[config.mk]
export PLATFORM = sky130hd
export DESIGN_NAME = i2c_cmd_arbiter
export DESIGN_NICKNAME = d
export VERILOG_FILES = /design/src/rtl/i2c_cmd_arbiter.sv
export SDC_FILE = /design/constraint.sdc
export NUM_CORES = 1
export LEC_CHECK = 0
export ABC_CLOCK_PERIOD_IN_PS = 8700
export BUFFER_PORTS_ARGS = -buffer_cell sky130_fd_sc_hd__buf_2
export CAP_MARGIN = 20
export CORE_ASPECT_RATIO = 1.1
export CORE_MARGIN = 5
export CORE_UTILIZATION = 55
export CTS_CLUSTER_SIZE = 28
export DETAILED_ROUTE_END_ITERATION = 7
export GPL_TIMING_DRIVEN = 0
export PLACE_DENSITY = 0.87
export SLEW_MARGIN = 15
export SYNTH_ARGS = -nofsm -noshare
export SYNTH_HDL_FRONTEND = slang
export SYNTH_SLANG_ARGS = --single-unit
[constraint.sdc]
create_clock -name clk -period 8.7 [get_ports clk]
set_clock_uncertainty 0.05 [all_clocks]
set_input_delay 1.74 -clock clk [delete_from_list [all_inputs] [get_ports clk]]
set_output_delay 1.74 -clock clk [all_outputs]
set_load 0.02 [all_outputs]
[src/rtl/i2c_cmd_arbiter.sv]
// Round-robin arbiter sharing one FIFO-fronted I2C master among NUM_REQ requesters.
// In-order tag FIFOs route read bytes and write-success strobes back to the issuing requester.
module i2c_cmd_arbiter #(
    parameter int NUM_REQ   = 4,
    parameter int TAG_DEPTH = 16
) (
    input  logic                         clk,
    input  logic                         rstn,
    input  logic [NUM_REQ-1:0]           req_valid,
    input  logic [56*NUM_REQ-1:0]        req_cmd,
    output logic [NUM_REQ-1:0]           req_ready,
    output logic [7:0]                   rsp_rdata,
    output logic [NUM_REQ-1:0]           rsp_rdata_valid,
    output logic [NUM_REQ-1:0]           rsp_wr_success,
    output logic [55:0]                  i2c_fifo_din,
    output logic                         i2c_fifo_wr_en,
    input  logic                         i2c_fifo_full,
    input  logic [7:0]                   i2c_rdata,
    input  logic                         i2c_rdata_valid,
    input  logic                         i2c_wr_data_success,
    input  logic                         tag_flush,
    output logic [$clog2(TAG_DEPTH):0]   rd_outstanding,
    output logic [$clog2(TAG_DEPTH):0]   wr_outstanding,
    output logic                         err_orphan
);

    localparam int IDX_W = (NUM_REQ > 1) ? $clog2(NUM_REQ) : 1;
    localparam int AW    = $clog2(TAG_DEPTH);
    localparam int PTR_W = AW + 1;
    localparam logic [IDX_W-1:0] LAST_RST = IDX_W'(NUM_REQ - 1);

    function automatic logic [NUM_REQ-1:0] idx_onehot(input logic [IDX_W-1:0] idx);
        logic [NUM_REQ-1:0] oh;
        oh      = '0;
        oh[idx] = 1'b1;
        return oh;
    endfunction

    logic [PTR_W-1:0] rd_wptr_r, rd_rptr_r, wr_wptr_r, wr_rptr_r;
    logic [PTR_W-1:0] rd_wptr_nxt_s, rd_rptr_nxt_s, wr_wptr_nxt_s, wr_rptr_nxt_s;
    logic [IDX_W-1:0] rd_mem_r [TAG_DEPTH];
    logic [IDX_W-1:0] wr_mem_r [TAG_DEPTH];
    logic [IDX_W-1:0] last_grant_r, win_idx_s, rd_tag_s, wr_tag_s;
    logic [NUM_REQ-1:0] eligible_s;
    logic [55:0]      win_cmd_s;
    logic             rd_empty_s, rd_full_s, wr_empty_s, wr_full_s;
    logic             grant_ok_s, found_s, grant_s, win_rw_s;
    logic             rd_push_s, wr_push_s, rd_pop_s, wr_pop_s, orphan_s;

    // Tag FIFO status: the extra pointer MSB separates full from empty
    always_comb begin
        rd_empty_s = (rd_wptr_r == rd_rptr_r);
        wr_empty_s = (wr_wptr_r == wr_rptr_r);
        rd_full_s  = (rd_wptr_r[AW] != rd_rptr_r[AW]) && (rd_wptr_r[AW-1:0] == rd_rptr_r[AW-1:0]);
        wr_full_s  = (wr_wptr_r[AW] != wr_rptr_r[AW]) && (wr_wptr_r[AW-1:0] == wr_rptr_r[AW-1:0]);
        rd_tag_s   = rd_mem_r[rd_rptr_r[AW-1:0]];
        wr_tag_s   = wr_mem_r[wr_rptr_r[AW-1:0]];
    end

    // Eligibility: a full tag FIFO blocks only commands of its own type
    always_comb begin
        grant_ok_s = !i2c_fifo_full && !i2c_fifo_wr_en && !tag_flush && rstn;
        eligible_s = '0;
        for (int i = 0; i < NUM_REQ; i++) begin
            if (req_cmd[56*i+48]) begin
                eligible_s[i] = req_valid[i] && !rd_full_s;
            end else begin
                eligible_s[i] = req_valid[i] && !wr_full_s;
            end
        end
    end

    // Round-robin search starting just after the previous winner
    always_comb begin
        int               cand_v;
        logic [IDX_W-1:0] cand_idx;
        found_s   = 1'b0;
        win_idx_s = last_grant_r;
        cand_v    = 0;
        cand_idx  = '0;
        for (int k = 1; k <= NUM_REQ; k++) begin
            cand_v = int'(last_grant_r) + k;
            if (cand_v >= NUM_REQ) begin
                cand_v = cand_v - NUM_REQ;
            end else begin
                cand_v = cand_v;
            end
            cand_idx = IDX_W'(cand_v);
            if (!found_s && eligible_s[cand_idx]) begin
                found_s   = 1'b1;
                win_idx_s = cand_idx;
            end else begin
                found_s   = found_s;
            end
        end
    end

    // Winner command mux and push/pop/orphan decisions
    always_comb begin
        win_cmd_s = 56'd0;
        for (int i = 0; i < NUM_REQ; i++) begin
            if (IDX_W'(i) == win_idx_s) begin
                win_cmd_s = req_cmd[56*i +: 56];
            end else begin
                win_cmd_s = win_cmd_s;
            end
        end
        grant_s   = grant_ok_s && found_s;
        req_ready = grant_s ? idx_onehot(win_idx_s) : '0;
        win_rw_s  = win_cmd_s[48];
        rd_push_s = grant_s && win_rw_s;
        wr_push_s = grant_s && !win_rw_s;
        rd_pop_s  = i2c_rdata_valid && !rd_empty_s && !tag_flush;
        wr_pop_s  = i2c_wr_data_success && !wr_empty_s && !tag_flush;
        orphan_s  = (i2c_rdata_valid && (rd_empty_s || tag_flush)) ||
                    (i2c_wr_data_success && (wr_empty_s || tag_flush));
        rd_wptr_nxt_s = tag_flush ? '0 : rd_wptr_r + PTR_W'(rd_push_s);
        rd_rptr_nxt_s = tag_flush ? '0 : rd_rptr_r + PTR_W'(rd_pop_s);
        wr_wptr_nxt_s = tag_flush ? '0 : wr_wptr_r + PTR_W'(wr_push_s);
        wr_rptr_nxt_s = tag_flush ? '0 : wr_rptr_r + PTR_W'(wr_pop_s);
    end

    // Tag storage carries no reset; the pointers alone define its contents
    always_ff @(posedge clk) begin
        if (rd_push_s) rd_mem_r[rd_wptr_r[AW-1:0]] <= win_idx_s;
        if (wr_push_s) wr_mem_r[wr_wptr_r[AW-1:0]] <= win_idx_s;
    end

    // Pointers, occupancy, master write port and response pulses
    always_ff @(posedge clk or negedge rstn) begin
        if (!rstn) begin
            rd_wptr_r       <= '0;
            rd_rptr_r       <= '0;
            wr_wptr_r       <= '0;
            wr_rptr_r       <= '0;
            rd_outstanding  <= '0;
            wr_outstanding  <= '0;
            last_grant_r    <= LAST_RST;
            i2c_fifo_wr_en  <= 1'b0;
            i2c_fifo_din    <= 56'd0;
            rsp_rdata       <= 8'd0;
            rsp_rdata_valid <= '0;
            rsp_wr_success  <= '0;
            err_orphan      <= 1'b0;
        end else begin
            rd_wptr_r       <= rd_wptr_nxt_s;
            rd_rptr_r       <= rd_rptr_nxt_s;
            wr_wptr_r       <= wr_wptr_nxt_s;
            wr_rptr_r       <= wr_rptr_nxt_s;
            rd_outstanding  <= rd_wptr_nxt_s - rd_rptr_nxt_s;
            wr_outstanding  <= wr_wptr_nxt_s - wr_rptr_nxt_s;
            i2c_fifo_wr_en  <= grant_s;
            if (grant_s) begin
                i2c_fifo_din <= win_cmd_s;
                last_grant_r <= win_idx_s;
            end
            if (rd_pop_s) rsp_rdata <= i2c_rdata;
            rsp_rdata_valid <= rd_pop_s ? idx_onehot(rd_tag_s) : '0;
            rsp_wr_success  <= wr_pop_s ? idx_onehot(wr_tag_s) : '0;
            err_orphan      <= orphan_s;
        end
    end

endmodule
==> out/results.tsv, run 1 <==
metric	value	unit
holdBufCountCts	0	
crit_top_cell	buf_2	
fin_ws	2335	ps
vias_per_cell	5.933	
pwr_density_cell	245.1	nW/um^2
yosysSeqAreaShare	48.44	%
grt_pass1_wl	47840	um
ys_types	57	
hold_path.class	register to register	
finalWeightedCongestion	0.9086	
ir_worst_vdd	0.0001547	V
final-max-slew-violation-count	0	
pin_count	330	
setup_viol	0	
coreArea	16950	sq um
hpwl	23420	um
whs	438.4	ps
r2r_start	rd_wptr_r[1]	
grt_usage	30.54	%
end_kind	output port	
clk_latency	420	ps
min_period	6365	ps
path_max_fanout	41	
fp.dieH	147.5	um
max_freq	157.1	MHz
ys.flop_type	dfrtp_1	
cpPeakStageDelay	710	ps
synth_largest_area_cell	dfrtp_1	
placed_area	11420	sq um
async_flop_share	62.35	%
syn_area_per_cell	10.70	sq um
hold_viol	0	
port_buffers	329	
area_delta_synth_final	27.03	%
start_util	55.73	%
cts_max_path_buffers	2	
path_cells	buf_2 -> nand3_1 -> o211a_1 -> and2_1 -> clkbuf_1 -> nor2_1 -> inv_2 -> buf_4 -> buf_2 -> nor3_1 -> buf_2	
worst_slew_pin_slew	977.7	ps
postCtsResizedCells	0	
drc	0	
critical_path.top_delay_family	buffers and inverters	
crit_required	6910	ps
nets	1492	
numCtsBuffers	17	
drive_gt1_share	35.34	%
wl_per_cell	20.78	um
grt_max_degree	61	
ys_top_cells_by_area	dfrtp_1, edfxtp_1, mux2i_1	
synth_edf_count	64	
final.period_utilization	73.16	%
antenna_found_initial	8	
dieArea	19900	sq um
cts_tree	done	
critPathLaunchType	input pin	
synth_fp_nets	1143	
hp-start	i2c_fifo_din[11]	
synth_most_common_cell	dfrtp_1	
relSlewSlack	34.42	%
path_class	input pin to output port	
ys_ff_latch	170	
wl	30820	um
synth_warnings	0	
via_count	8798	
netlist_area	9448	sq um
p_leak	5.538	nW
drv_cap	0	
rsz0062_at_grt	no	
status	finished, final reports clean	
crit_path_start	req_cmd[216]	
ant_nets	0	
slowest_stage	buf_2	
clk_pin_slew	60	ps
clock-root-buffer	clkbuf_16	
rows	50	
ff2ff_setup_slack	2990	ps
drt_pass1_iterations	5	
dpl_worst_slack	2264	ps
path_buf_inv	6	
htreeDepth	4	
fin_area	12000	sq um
yosys-top-cells-count	dfrtp_1, nand2_1, nand3_1, edfxtp_1, o21ai_0	
post_cts_buffers	0	
drt_iter0_drc	796	
netlist_instances	883	
die_w	135.0	um
overflow	0	
worstPathArrival	4580	ps
grt_pass1_vias	9099	
yosysTopAreaCellShare	27.55	%
cts_sinks	170	
fill_cells	1273	
finalSetupTns	0	ps
-- placed cells by master, fill, tap and decap left out, types with 13 or more instances in the layout --
master,n
edfxtp_1,64
inv_1,17
dfrtp_1,104
a21oi_1,28
a211o_1,55
ha_1,16
mux4_2,14
nand2_1,85
mux2i_1,57
xor2_1,22
nor2b_1,13
clkbuf_1,47
o21ai_0,62
clkbuf_16,18
nor2_1,24
mux2_2,14
buf_2,354
nand3_1,80
o211ai_1,57
-- tightest hold or removal path, cell delays in order (launching register included) --
cell and delay, ps:
dfrtp_1 340, nand2_1 50, o211ai_1 70
-- per-layer routing --
layer | GRT usage [%] | share of wire [%]
met2 | 52.15 | 51
met3 | 7.760 | 9.3
met4 | 11.64 | 3.3
met1 | 37.33 | 37
met5 | 0 | 0.094
-- metrics by stage --
stage	util [%]	total power [mW]	cells
floorplan	-	1.796	883
global placement	67.17	2.177	1446
detailed placement	67.37	2.208	1447
CTS	70.73	2.940	1479
global route	70.79	3.082	1483
finish	70.79	2.941	1483
-- where the power goes --
part | switching, mW | total (mW) | internal (mW)
clock network | 0.324 | 0.739 | 0.415
registers | 0.0873 | 1.10 | 1.02
logic | 0.717 | 1.10 | 0.381
-- path summary, 6_finish.rpt --
check | endpoint | cells after the start
hold reg to reg | i2c_fifo_din[11] | 2
hold / removal | i2c_fifo_din[11] | 2
max in group asynchronous | last_grant_r[1] | 2
setup / recovery | req_ready[0] | 11
min in group asynchronous | i2c_fifo_din[49] | 1
setup reg to reg | rd_outstanding[4] | 18
-- flip-flops by register name (all words and copies together) (netlist names) --
register	count
i2c_fifo_din	56
rd_mem_r	32
wr_mem_r	32
rsp_rdata	8
rd_outstanding	5
rd_rptr_r	5
rd_wptr_r	5
wr_outstanding	5
wr_rptr_r	5
wr_wptr_r	5
rsp_rdata_valid	4
rsp_wr_success	4
last_grant_r	2
err_orphan	1
i2c_fifo_wr_en	1
-- layout make-up --
type	instances	area (sq um)	share of cell area [%]
diodes	4	10.01	0.08340
plain buffers	81	371.6	3.096
clock buffers	20	457.9	3.816
clock inverters	12	111.4	0.9279
inverters	18	67.56	0.5630
multi-input cells	614	4433	36.94
flip-flops and latches	170	4577	38.14
well taps	234	292.8	2.440
repair buffers	330	1680	14.00
-- cells by family (layout without fill, tap and decap cells) --
family	Yosys count	count (layout)	share of synthesized area, %
XOR/XNOR	32	32	2.966
multiplexers	85	85	11.04
flip-flops	170	170	48.44
other	0	4	0
adder cells (fa/ha/maj)	18	18	2.543
AO/OA/AOI/OAI	246	246	18.57
AND/OR/NAND/NOR	233	233	11.80
buffers and inverters	99	461	4.635
(Power assumes the default switching activity.)
==> run 2: changes to the inputs <==
--- a/config.mk
+++ b/config.mk
@@ -5,16 +5,17 @@
 export SDC_FILE = /design/constraint.sdc
 export NUM_CORES = 1
 export LEC_CHECK = 0
-export ABC_CLOCK_PERIOD_IN_PS = 8700
+export ABC_AREA = 1
+export ABC_CLOCK_PERIOD_IN_PS = 6400
 export BUFFER_PORTS_ARGS = -buffer_cell sky130_fd_sc_hd__buf_2
 export CAP_MARGIN = 20
 export CORE_ASPECT_RATIO = 1.1
 export CORE_MARGIN = 5
-export CORE_UTILIZATION = 55
+export CORE_UTILIZATION = 50
 export CTS_CLUSTER_SIZE = 28
 export DETAILED_ROUTE_END_ITERATION = 7
 export GPL_TIMING_DRIVEN = 0
-export PLACE_DENSITY = 0.87
+export PLACE_DENSITY = 0.81
 export SLEW_MARGIN = 15
 export SYNTH_ARGS = -nofsm -noshare
 export SYNTH_HDL_FRONTEND = slang
==> constraint.sdc (replaced) <==
create_clock -name clk -period 6.4 [get_ports clk]
set_clock_uncertainty 0.05 [all_clocks]
set_input_delay 1.28 -clock clk [delete_from_list [all_inputs] [get_ports clk]]
set_output_delay 1.28 -clock clk [all_outputs]
set_load 0.02 [all_outputs]
==> out/results.tsv, run 2 <==
metric	value	unit	change
ff2ff_setup_slack	1720	ps	-1270 ps
via_count	9140		+3.9%
antenna_found_initial	8		unchanged
area_delta_synth_final	28.28	%	
critPathLaunchType	input pin		
worstPathArrival	3960	ps	-620 ps
end_kind	output port		
finalWeightedCongestion	1.018		+12%
clk_pin_slew	70	ps	about the same
port_buffers	328		-0.30%
ys.flop_type	dfrtp_1		
placed_cells	1629		+13%
drive_gt1_share	30.36	%	-5.0 points
fp.dieH	151.1	um	+2.5%
hold_path.class	register to register		
status	finished, final reports clean		
largest-register	i2c_fifo_din		
post_cts_buffers	0		unchanged
rows	51		+2.0%
drv_cap	0		unchanged
drt_pass1_iterations	5		unchanged
busiest_layer	met2		
yosys-top-cells-count	nand2_1, dfrtp_1, nor2_1, o21ai_0, nand3_1		
syn_area_per_cell	8.523	sq um	-20%
hold_viol	0		unchanged
path_max_fanout	73		+78%
nets	1670		+12%
wl	31980	um	+3.8%
drc	0		unchanged
path_buf_inv	4		-2
final-max-slew-violation-count	0		unchanged
holdBufCountCts	0		unchanged
ys_types	41		-28%
ir_worst_vdd	0.0004488	V	+190%
synth_fp_nets	1322		+16%
rsz0062_at_grt	no		
pin_count	330		unchanged
clk_latency	430	ps	about the same
grt_usage	29.70	%	-0.84 points
die_w	138.3	um	+2.5%
grt_pass1_wl	48200	um	+0.77%
overflow	0		unchanged
finalSetupTns	0	ps	unchanged
use_met1	36.04	%	-1.3 points
htreeDepth	4		unchanged
wl_per_cell	19.20	um	-7.6%
cts_sinks	170		unchanged
instances_no_fill	1666		+12%
clock-root-buffer	clkbuf_16		
yosysSeqAreaShare	50.57	%	+2.1 points
dieArea	20900	sq um	+5.0%
grtUsageMet2	50.90	%	-1.2 points
use_met3	8.999	%	+1.2 points
cts_max_path_buffers	2		unchanged
worst_slew_pin_slew	941.9	ps	-35.80 ps
critical_path.top_delay_family	buffers and inverters		
ant_nets	0		unchanged
crit_required	5070	ps	-1840 ps
min_period	5287	ps	
postCtsResizedCells	0		unchanged
relSlewSlack	36.91	%	+2.5 points
vias_per_cell	5.486		-7.5%
netlist_area	9051	sq um	-4.2%
yosysTopAreaCellShare	28.75	%	+1.2 points
drt_iter0_drc	767		-3.6%
layout_commonest_cell	buf_2		
setup_viol	0		unchanged
synth_largest_area_cell	dfrtp_1		
most-common-layout-cells	buf_2, nand2_1, dfrtp_1		
grt_max_degree	74		+21%
cpPeakStageDelay	710	ps	about the same
cts_tree	done		
async_flop_share	62.35	%	unchanged
max_freq	189.1	MHz	
largest_reg_flops	56		unchanged
final.period_utilization	82.61	%	
netlist_instances	1062		+20%
grt_pass1_vias	9006		-1.0%
p_leak	5.824	nW	+5.2%
coreArea	17740	sq um	+4.6%
numCtsBuffers	17		unchanged
hpwl	25130	um	+7.3%
path_cells	buf_6 -> buf_16 -> nand3_1 -> a31oi_1 -> clkbuf_1 -> nand2_1 -> nor2_1 -> buf_2		
start_util	51.02	%	-4.7 points
total_power	6.652	mW	+130%
pwr_density_cell	572.9	nW/um^2	+130%
synth_most_common_cell	nand2_1		
ys_top_cells_by_area	dfrtp_1, edfxtp_1, nand2_1		
synth_warnings	0		unchanged
path_class	input pin to output port		
ys_ff_latch	170		unchanged
synth_edf_count	64		unchanged
slowest_stage	a31oi_1		
==> run 2: kinds of logic (layout without fill, tap and decap cells) <==
kind of cell    after synthesis  after routing  share of synthesized area [%]
fa+ha+maj                    18             18                          2.654
simple gates                572            572                          28.28
flops                       170            170                          50.57
other cells                   0              5                              0
xor+xnor                     13             13                          1.258
buf+inv                     118            479                          5.640
compound gates              171            171                          11.60
==> run 2: stage by stage <==
step | util [%] | hold WS (ps) | area (sq um) | worst slack (ps)
after floorplan | - | 452.1 | 9051 | 1671
after global placement | 61.96 | 400.0 | 10990 | -352.8
after detailed placement | 62.15 | 404.3 | 11030 | 998.8
after CTS | 65.38 | 422.3 | 11600 | 1001
after global routing | 65.43 | 435.3 | 11610 | 833.5
final | 65.45 | 424.8 | 11610 | 1113
==> run 2: worst paths after layout <==
| check | depth (start not counted) | startpoint | end |
|---|---|---|---|
| max | 8 | rstn | req_ready[2] |
| min | 2 | rsp_rdata[5] | rsp_rdata[5] |
| max reg2reg | 26 | rd_rptr_r[0] | rd_outstanding[3] |
| min reg2reg | 2 | rsp_rdata[5] | rsp_rdata[5] |
| max in group asynchronous | 2 | rstn | last_grant_r[1] |
| min in group asynchronous | 1 | rstn | rsp_wr_success[1] |
==> run 2: final cells by class <==
class | instances | area, sq um
diodes | 5 | 12.51
well taps | 238 | 297.8
fillers | 1532 | 6128
flip-flops and latches | 170 | 4577
inverters | 63 | 239.0
multi-input cells | 774 | 3964
repair buffers | 329 | 1675
clock inverters | 15 | 147.6
plain buffers | 55 | 272.8
clock buffers | 17 | 425.4
==> run 2: worst register-to-register path: stages (launching register included) <==
cell and delay [ps]:
dfrtp_1 390, buf_4 170, inv_2 140, nand2_1 70, nand2_1 120, nor2_4 60, nand4_1 120, nand3_1 90
nand2_1 80, nand2_1 80, nand2_1 130, nand2_4 90, nand2_1 80, inv_2 40, a31oi_1 670, inv_1 230
clkbuf_1 360, nor2_1 220, ha_1 210, ha_1 160, inv_1 70, o21ai_0 160, a21oi_1 80, ha_1 360
a21oi_1 140, nand2_1 70, xor2_1 150
==> run 2: power breakdown <==
part | internal, mW | switching, mW | leakage [nW]
combinational | 1.18 | 2.77 | 3.58
clock | 0.521 | 0.492 | 0.284
sequential | 1.56 | 0.121 | 1.96
==> run 2: per-layer routing <==
metal  vias up  share of wire, %
met5         -              0.14
met4         6               3.0
met3        76                11
met2       473                50
met1      4274                36
li1       4311                 -
